[src/rtl/dmem_responder.sv]
// Multi-cycle big-endian word responder over a byte-organised store.
// Each accepted access is serialised into four byte cycles, then acked for one cycle.
module dmem_responder #(
  parameter int AW = 5
) (
  input  logic          clk,
  input  logic          reset,
  input  logic          req,
  input  logic          we,
  input  logic [AW-1:0] addr,
  input  logic [31:0]   wdata,
  output logic          busy,
  output logic          ack,
  output logic [31:0]   rdata
);

  localparam int DEPTH = 2 ** AW;

  typedef enum logic [1:0] {IDLE, XFER, DONE} state_e;

  state_e        state_q;
  logic [1:0]    k_q;
  logic          we_q;
  logic [AW-1:0] addr_q;
  logic [31:0]   wdata_q;
  logic [23:0]   rbuf_q;
  logic [31:0]   rdata_q;
  logic          busy_q;
  logic          ack_q;
  logic [7:0]    mem_q [DEPTH];

  logic [AW-1:0] byte_addr;
  logic [7:0]    wbyte;
  logic [7:0]    rbyte;
  logic          accept;

  // NOTE: every signal written here gets a default first, so no latch can be inferred.
  always_comb begin
    byte_addr = addr_q + AW'(k_q);  // wraps naturally modulo the store depth
    rbyte     = mem_q[byte_addr];
    wbyte     = wdata_q[31:24];
    case (k_q)
      2'd0:    wbyte = wdata_q[31:24];
      2'd1:    wbyte = wdata_q[23:16];
      2'd2:    wbyte = wdata_q[15:8];
      default: wbyte = wdata_q[7:0];
    endcase
    accept = req && ((state_q == IDLE) || (state_q == DONE));
  end

  // NOTE: sequential state uses non-blocking assignments only, so every register
  // samples the pre-edge values regardless of statement order.
  always_ff @(posedge clk) begin
    if (reset) begin
      state_q <= IDLE;
      k_q     <= '0;
      we_q    <= 1'b0;
      addr_q  <= '0;
      wdata_q <= '0;
      rbuf_q  <= '0;
      rdata_q <= '0;
      busy_q  <= 1'b0;
      ack_q   <= 1'b0;
      // NOTE: the store is deliberately reset; software relies on it reading zero
      // after reset, which rules out mapping it onto a RAM macro.
      for (int i = 0; i < DEPTH; i++) begin
        mem_q[i] <= 8'h00;
      end
    end else begin
      ack_q <= 1'b0;
      case (state_q)
        IDLE, DONE: begin
          if (accept) begin
            we_q    <= we;
            addr_q  <= addr;
            wdata_q <= wdata;
            k_q     <= '0;
            busy_q  <= 1'b1;
            state_q <= XFER;
          end else begin
            state_q <= IDLE;
          end
        end
        XFER: begin
          if (we_q) begin
            mem_q[byte_addr] <= wbyte;
          end else begin
            case (k_q)
              2'd0:    rbuf_q[23:16] <= rbyte;
              2'd1:    rbuf_q[15:8]  <= rbyte;
              2'd2:    rbuf_q[7:0]   <= rbyte;
              default: ;
            endcase
          end
          if (k_q == 2'd3) begin
            // Last byte bypasses the shift buffer so rdata is valid with ack.
            if (!we_q) begin
              rdata_q <= {rbuf_q, rbyte};
            end
            busy_q  <= 1'b0;
            ack_q   <= 1'b1;
            state_q <= DONE;
          end else begin
            k_q <= k_q + 2'd1;
          end
        end
        default: begin
          busy_q  <= 1'b0;
          state_q <= IDLE;
        end
      endcase
    end
  end

  assign busy  = busy_q;
  assign ack   = ack_q;
  assign rdata = rdata_q;

endmodule
[config.mk]
export PLATFORM = sky130hd
export DESIGN_NAME = dmem_responder
export DESIGN_NICKNAME = d
export VERILOG_FILES = /design/src/rtl/dmem_responder.sv
export SDC_FILE = /design/constraint.sdc
export NUM_CORES = 1
export LEC_CHECK = 0
export ABC_CLOCK_PERIOD_IN_PS = 2400
export CORE_AREA = 4 4 173 175
export CTS_CLUSTER_SIZE = 16
export DETAILED_ROUTE_END_ITERATION = 12
export DIE_AREA = 0 0 177 179
export PLACE_DENSITY = 0.75
export SYNTH_ARGS = -nofsm -noshare
export SYNTH_HDL_FRONTEND = slang
export SYNTH_SLANG_ARGS = --single-unit
export TNS_END_PERCENT = 5
[constraint.sdc]
create_clock -name clk -period 2.4 [get_ports clk]
set_input_delay 0.24 -clock clk [delete_from_list [all_inputs] [get_ports clk]]
set_output_delay 0.24 -clock clk [all_outputs]
set_load 0.02 [all_outputs]
==> metrics.md, run 1 <==
| Metric | Value |
|---|---|
| Mapped Nets | `~1.4k` |
| Cell Chain, Critical Path | `ha_4 > fa_4 > buf_8 > buf_12 > buf_12 > buf_4 > mux2i_2 > a22o_1 > o21ai_1 > nand4_1 > buf_6 > a211oi_1` |
| Slowest CP cell | `fa_4` |
| Max clock buf depth | `3` |
| Share of cells above drive strength 1 | `0.264` |
| Initial Util | `0.531` |
| Core outline area | `0.0285 mm²` |
| Yosys warns | `0` |
| Drt total wl | `between 40 and 50 mm` |
| Post-Syn Area | `approximately 0.015 mm²` |
| Min cycle time layout | `between 2 and 3 ns` |
| Max Cap Viol | `0` |
| Largest area contributor in the netlist | `edfxtp_1` |
| Die H | `179 µm` |
| Largest net degree at the start of global routing | `93` |
| Overall power | `between 0.01 and 0.015 W` |
| Clock Pin Slew Worst Setup and Hold Paths | `roughly 0.060 ns` |
| Final period util | `1.23` |
| RSZ-0062 raised after global routing | `yes` |
| Synth Area in Simple Gates | `0.141` |
| Post-synth top area share | `0.508` |
| Clock skew | `0.0168 ns` |
| Num CTS Buffers | `37` |
| Setup ws final | `-0.547 ns` |
| Synth cell types | `33` |
| Worst hold path class | `in2reg` |
| Mux cell area share after synthesis | `0.0847` |
| Final net count | `1,572` |
| WP buf/inv | `5` |
| Failing checks | `setup timing` |
| Crit-path leading delay family | `adder cells` |
| CTS sink count | `approximately 360` |
| Pwr dens | `745 mW/mm²` |
| H-Tree Depth | `2` |
| CTS tree | `built` |
| Startpoint Class | `flop` |
| Worst Max-Slew Pin Slew | `approximately 1.1 ns` |
| DR WL/cell | `roughly 21 µm` |
| Antenna cells | `0` |
| Pre-Repair DR Iteration Count | `8` |
| Critical Path AT | `3.38 ns` |
| Crit-path max cell delay | `~0.67 ns` |
| ANT nets after route | `0` |
| GP Congestion | `about 0.86` |
| Number of port buffers | `74` |
| FMAX | `roughly 340 MHz` |
| Global-route wire length before repair | `just over 60 mm` |
| Combinational family with the most area after synthesis | `simple AND/OR/NAND/NOR gates` |
| # hold bufs at CTS | `0` |
| Row cnt | `62` |
| Detail Placement HPWL | `~25 mm` |
| Vias in the first global route | `around 11k` |
| Endpoints failing setup | `roughly 540` |
| Slew headroom | `0.247` |
| Tot GR Track Use | `0.253` |
| Post-synthesis register bit count | `356` |
| Initial antenna violation count | `0` |
| Ranking of synthesized cells by area | `edfxtp_1 (51%), dfxtp_1 (13%), mux2i_1 (8.5%), nor2_1 (7.4%), nand2_1 (4.1%)` |
| Io pins | `75` |
| Die Wd | `177 µm` |
| Critical Path Sink Type | `flop` |
| CP Max Fanout | `7` |
| Critical path type | `reg2reg` |
| Hold violation total from the final report | `0` |
| Clk Latency, worst-skew pair | `0.53 ns` |
| Final Max Tran Viols | `0` |
| P_leak | `7.27 nW` |
| Area grow syn2layout | `31.8%` |
| Max rail drop VDD | `398 µV` |
| Synth Area in Adders | `0.00629` |
| Cell mode on critical path | `buf_12` |
| Most frequent cells after synthesis | `nor2_1 (300), edfxtp_1 (256), nand2_1 (167)` |
| Vias per cell | `around 6` |
| Placed Area | `0.0175 mm²` |
| Total number of vias | `between 10k and 15k` |
| DIE AREA | `between 0.03 and 0.04 mm²` |
| Root Buffer | `clkbuf_16` |
| XOR/XNOR Fraction of Synth Area | `0.00290` |
| Synth Area in Compound Gates | `0.0957` |
| Detailed Route Iter0 Violations | `between 1k and 1.5k` |
| Post-synth EDFFs | `between 200 and 300` |
| Asr flop ratio synth | `0` |
| Count leader, synth | `nor2_1` |
| Setup TNS Final | `-166.42 ns` |
| Run status | `finished with violations` |
| Ys flop type | `edfxtp_1` |
| Mean Syn Cell Area | `~11 µm²` |
| Worst EP required | `between 2 and 3 ns` |
| Fin area | `0.0199 mm²` |
| Grt ovf | `0` |
| Cells after synthesis | `1,343` |
| # DRC | `0` |
| Register area share after synthesis | `0.641` |
-- cells by family after synthesis --
family	after synthesis
DFF	356
buffers and inverters	101
and+or+nand+nor	530
muxes	128
xor gates and xnor gates	5
AOI/OAI and AO/OA	216
adders and majority gates	7
-- per-layer routing --
layer / track usage / part of all wire / routed length, µm
met5: 0 / 0 / 0
met1: 0.329 / 0.38 / 15900
met4: 0.107 / 0.038 / 1560
met2: 0.428 / 0.51 / 20900
met3: 0.0384 / 0.074 / 3080
-- report_power, final --
| part | switching, W | total, W | internal [W] |
|---|---|---|---|
| registers | 0.0000959 | 0.00687 | 0.00678 |
| logic | 0.00107 | 0.00192 | 0.000849 |
| clock network | 0.00234 | 0.00608 | 0.00374 |
-- area by class of cell --
| class | instances | area [µm²] |
|---|---|---|
| Timing Repair Buffer | 239 | 2580 |
| Fill cell | 1864 | 8530 |
| Tap cell | 384 | 480 |
| Multi-Input combinational cell | 886 | 5880 |
| Clock buffer | 48 | 1050 |
| Inverter | 4 | 15.0 |
| Clock inverter | 18 | 248 |
| Sequential cell | 356 | 9690 |
-- worst paths after layout --
check / startpoint / slack, ns / to / cells past startpoint
min: reset / 0.13 / state_q[1]$_SDFFE_PP0P_ / 3
max reg2reg: addr_q[0]$_SDFFE_PP0P_ / -0.55 / rdata[7]$_SDFFE_PP0P_ / 12
min reg2reg: rdata[9]$_SDFFE_PP0P_ / 0.45 / rdata[9]$_SDFFE_PP0P_ / 2
max: addr_q[0]$_SDFFE_PP0P_ / -0.55 / rdata[7]$_SDFFE_PP0P_ / 12
-- worst reg2reg max path, delay by kind of cell, from the launching register on --
family	cells	cell delay, ns
adder cells (fa/ha/maj)	2	0.82
multiplexers	1	0.15
AND/OR/NAND/NOR	1	0.13
buffers and inverters	5	0.74
flip-flops	1	0.36
AO/OA/AOI/OAI	3	0.66
-- placed cells by master (no fill, tap or decap), types with 51 or more instances in the layout --
cell	count
a21oi_1	66
a22o_1	64
buf_4	82
buf_6	51
clkdlybuf4s50_1	73
dfxtp_1	98
edfxtp_1	256
mux2i_1	124
nand2_1	137
nor2_1	243
nor2_2	55
-- flip-flops by register name, indices dropped and copies added (netlist names) --
| name | cells |
|---|---|
| rdata | 32 |
| we_q | 1 |
| mem_q | 256 |
| k_q | 2 |
| ack | 1 |
| wdata_q | 32 |
| state_q | 2 |
| addr_q | 5 |
| rbuf_q | 24 |
| busy | 1 |
-- through the flow --
stage	hold WS [ns]	utilization	setup slack, ns	cells
detailed placement	0.444	0.613	-0.669	1840
CTS	0.135	0.679	-0.564	1922
global placement	0.440	0.613	-0.616	1840
finish	0.134	0.700	-0.547	1935
floorplan	0.376	-	-0.0523	1343
global route	0.149	0.700	-0.605	1935
-- timing repair --
item / CTS / global route
pin swaps: 20 / 37
cloned: 2 / 0
endpoints found under the setup margin: 544 / 544
buffers inserted: 14 / 14
gates resized for setup: 97 / 147
No activity file was read; power rests on OpenSTA's default activity.
==> run 2: changes to the inputs <==
- SLEW_MARGIN: default -> 20
==> results of run 2 <==
The final DEF is identical to that of run 1; final timing and power are the same.
==> RTL change (config.mk and constraints of run 1) <==
`AW`: 5 -> 3.
--- a/src/rtl/dmem_responder.sv
+++ b/src/rtl/dmem_responder.sv
@@ -1,7 +1,7 @@
 // Multi-cycle big-endian word responder over a byte-organised store.
 // Each accepted access is serialised into four byte cycles, then acked for one cycle.
 module dmem_responder #(
-  parameter int AW = 5
+  parameter int AW = 3
 ) (
   input  logic          clk,
   input  logic          reset,
Interface: changed (resized addr); port bits go from 75 to 73. The function was not compared with the original's and may differ.
==> RTL change against run 1 <==
- wire length down 62%
- sequential cell count decreased by 194
- worst setup slack better by 0.65 ns
- synthesized area down 56%
- clock power fell by 55%
- total power down 57%
- cell area decreased by 58%
- via count fell by 56%
- highest routed layer unchanged
==> RTL change: results (changes against run 1) <==
[status]
run_status = completed

[worst_setup_path]
cp_slowest_cell = fa_2

[timing]
worstMarginPinSlew_ns = 0.676  ; -0.454 ns
clock_skew_ns = 0.00891  ; -0.00793 ns

[global_route]
grt_max_degree = 63  ; -32%
met3_usage_pct = 2.57  ; -1.3 points
grt_use_met2_pct = 14.9  ; -28 points
met1_usage_pct = 14.1  ; -19 points
grt_usage_pct = 10.1  ; -15 points

[logic_synthesis]
synth_xor_area_share_pct = 0.625  ; +0.34 points
synth-compound-area-share_pct = 9.98  ; +0.41 points
syn_avg_cell_area_um2 = 9.93  ; -12%
yosysSeqAreaShare_pct = 58.8  ; -5.3 points
synthAdderAreaFrac_pct = 1.25  ; +0.62 points
muxShareOfSynthArea_pct = 5.55  ; -2.9 points
ys_types = 37  ; +12%

[pwr]
p_comb_mw = 0.625  ; -67%
irDropWorstVdd_v = 0.000468  ; +18%
seqPwrFrac_pct = 47.4  ; +1.2 points

[clock_tree]
cts_setup_buffers = 0  ; -14
clk_latency_ns = 0.43  ; -0.10 ns
clock_path_buffers = 2  ; -1

[routing]
drtPass1Iterations = 5  ; -3
first_iter_violations = 529  ; -59%

[placed_design]
dpl_cell_area_um2 = 7830  ; -55%
port_buffers = 72  ; -2.7%

[layout]
fillers = 2940  ; +58%

[RTL change: cell types whose count changed after synthesis, moves of 34 or more]
cell / change
nand2_1: -34
mux2i_1: -97
clkbuf_1: -39
a22o_1: -64
nor2_1: -196
edfxtp_1: -192
[RTL change: cell families after synthesis]
kind of cell | Yosys count
xor+xnor | 3
buf+inv | 53
flops | 162
mux | 34
compound gates | 109
simple gates | 298
fa+ha+maj | 6
[RTL change: final cells by class]
| cell class | instances | area, µm² | area share (%) |
|---|---|---|---|
| Multi-Input combinational cell | 450 | 2500 | 29.6 |
| Clock buffer | 18 | 450 | 5.32 |
| Inverter | 8 | 30.0 | 0.355 |
| Timing Repair Buffer | 103 | 981 | 11.6 |
| Clock inverter | 13 | 135 | 1.60 |
| Tap cell | 384 | 480 | 5.67 |
| Sequential cell | 162 | 3890 | 45.9 |
[RTL change: final timing paths]
path                            slack, ns         to  cells after the start  startpoint
worst max-delay path                  0.1  rbuf_q[9]                      8      k_q[0]
worst min-delay path                 0.26       busy                      2       reset
worst max register to register        0.1  rbuf_q[9]                      8      k_q[0]
worst min register to register       0.45  rdata[10]                      2   rdata[10]
[RTL change: what timing repair did]
item / CTS / global route
endpoints found under the setup margin: 0 / 54
hold buffers: 0 / 0
gates resized for setup: 0 / 8
[RTL change: routing by layer]
| layer | up-vias | wire length (µm) |
|---|---|---|
| li1 | 2457 | - |
| met1 | 2361 | 7430 |
| met2 | 160 | 7070 |
| met3 | 19 | 1010 |
| met4 | 0 | 280 |
| met5 | - | 0 |
[RTL change: per-stage QoR]
stage	total power, mW	setup WS, ns
2_1_floorplan	3.44	0.128
3_3_place_gp	3.66	0.117
3_5_place_dp	3.67	0.0410
4_1_cts	6.37	0.0255
5_1_grt	6.60	-0.0164
6_report	6.34	0.0984
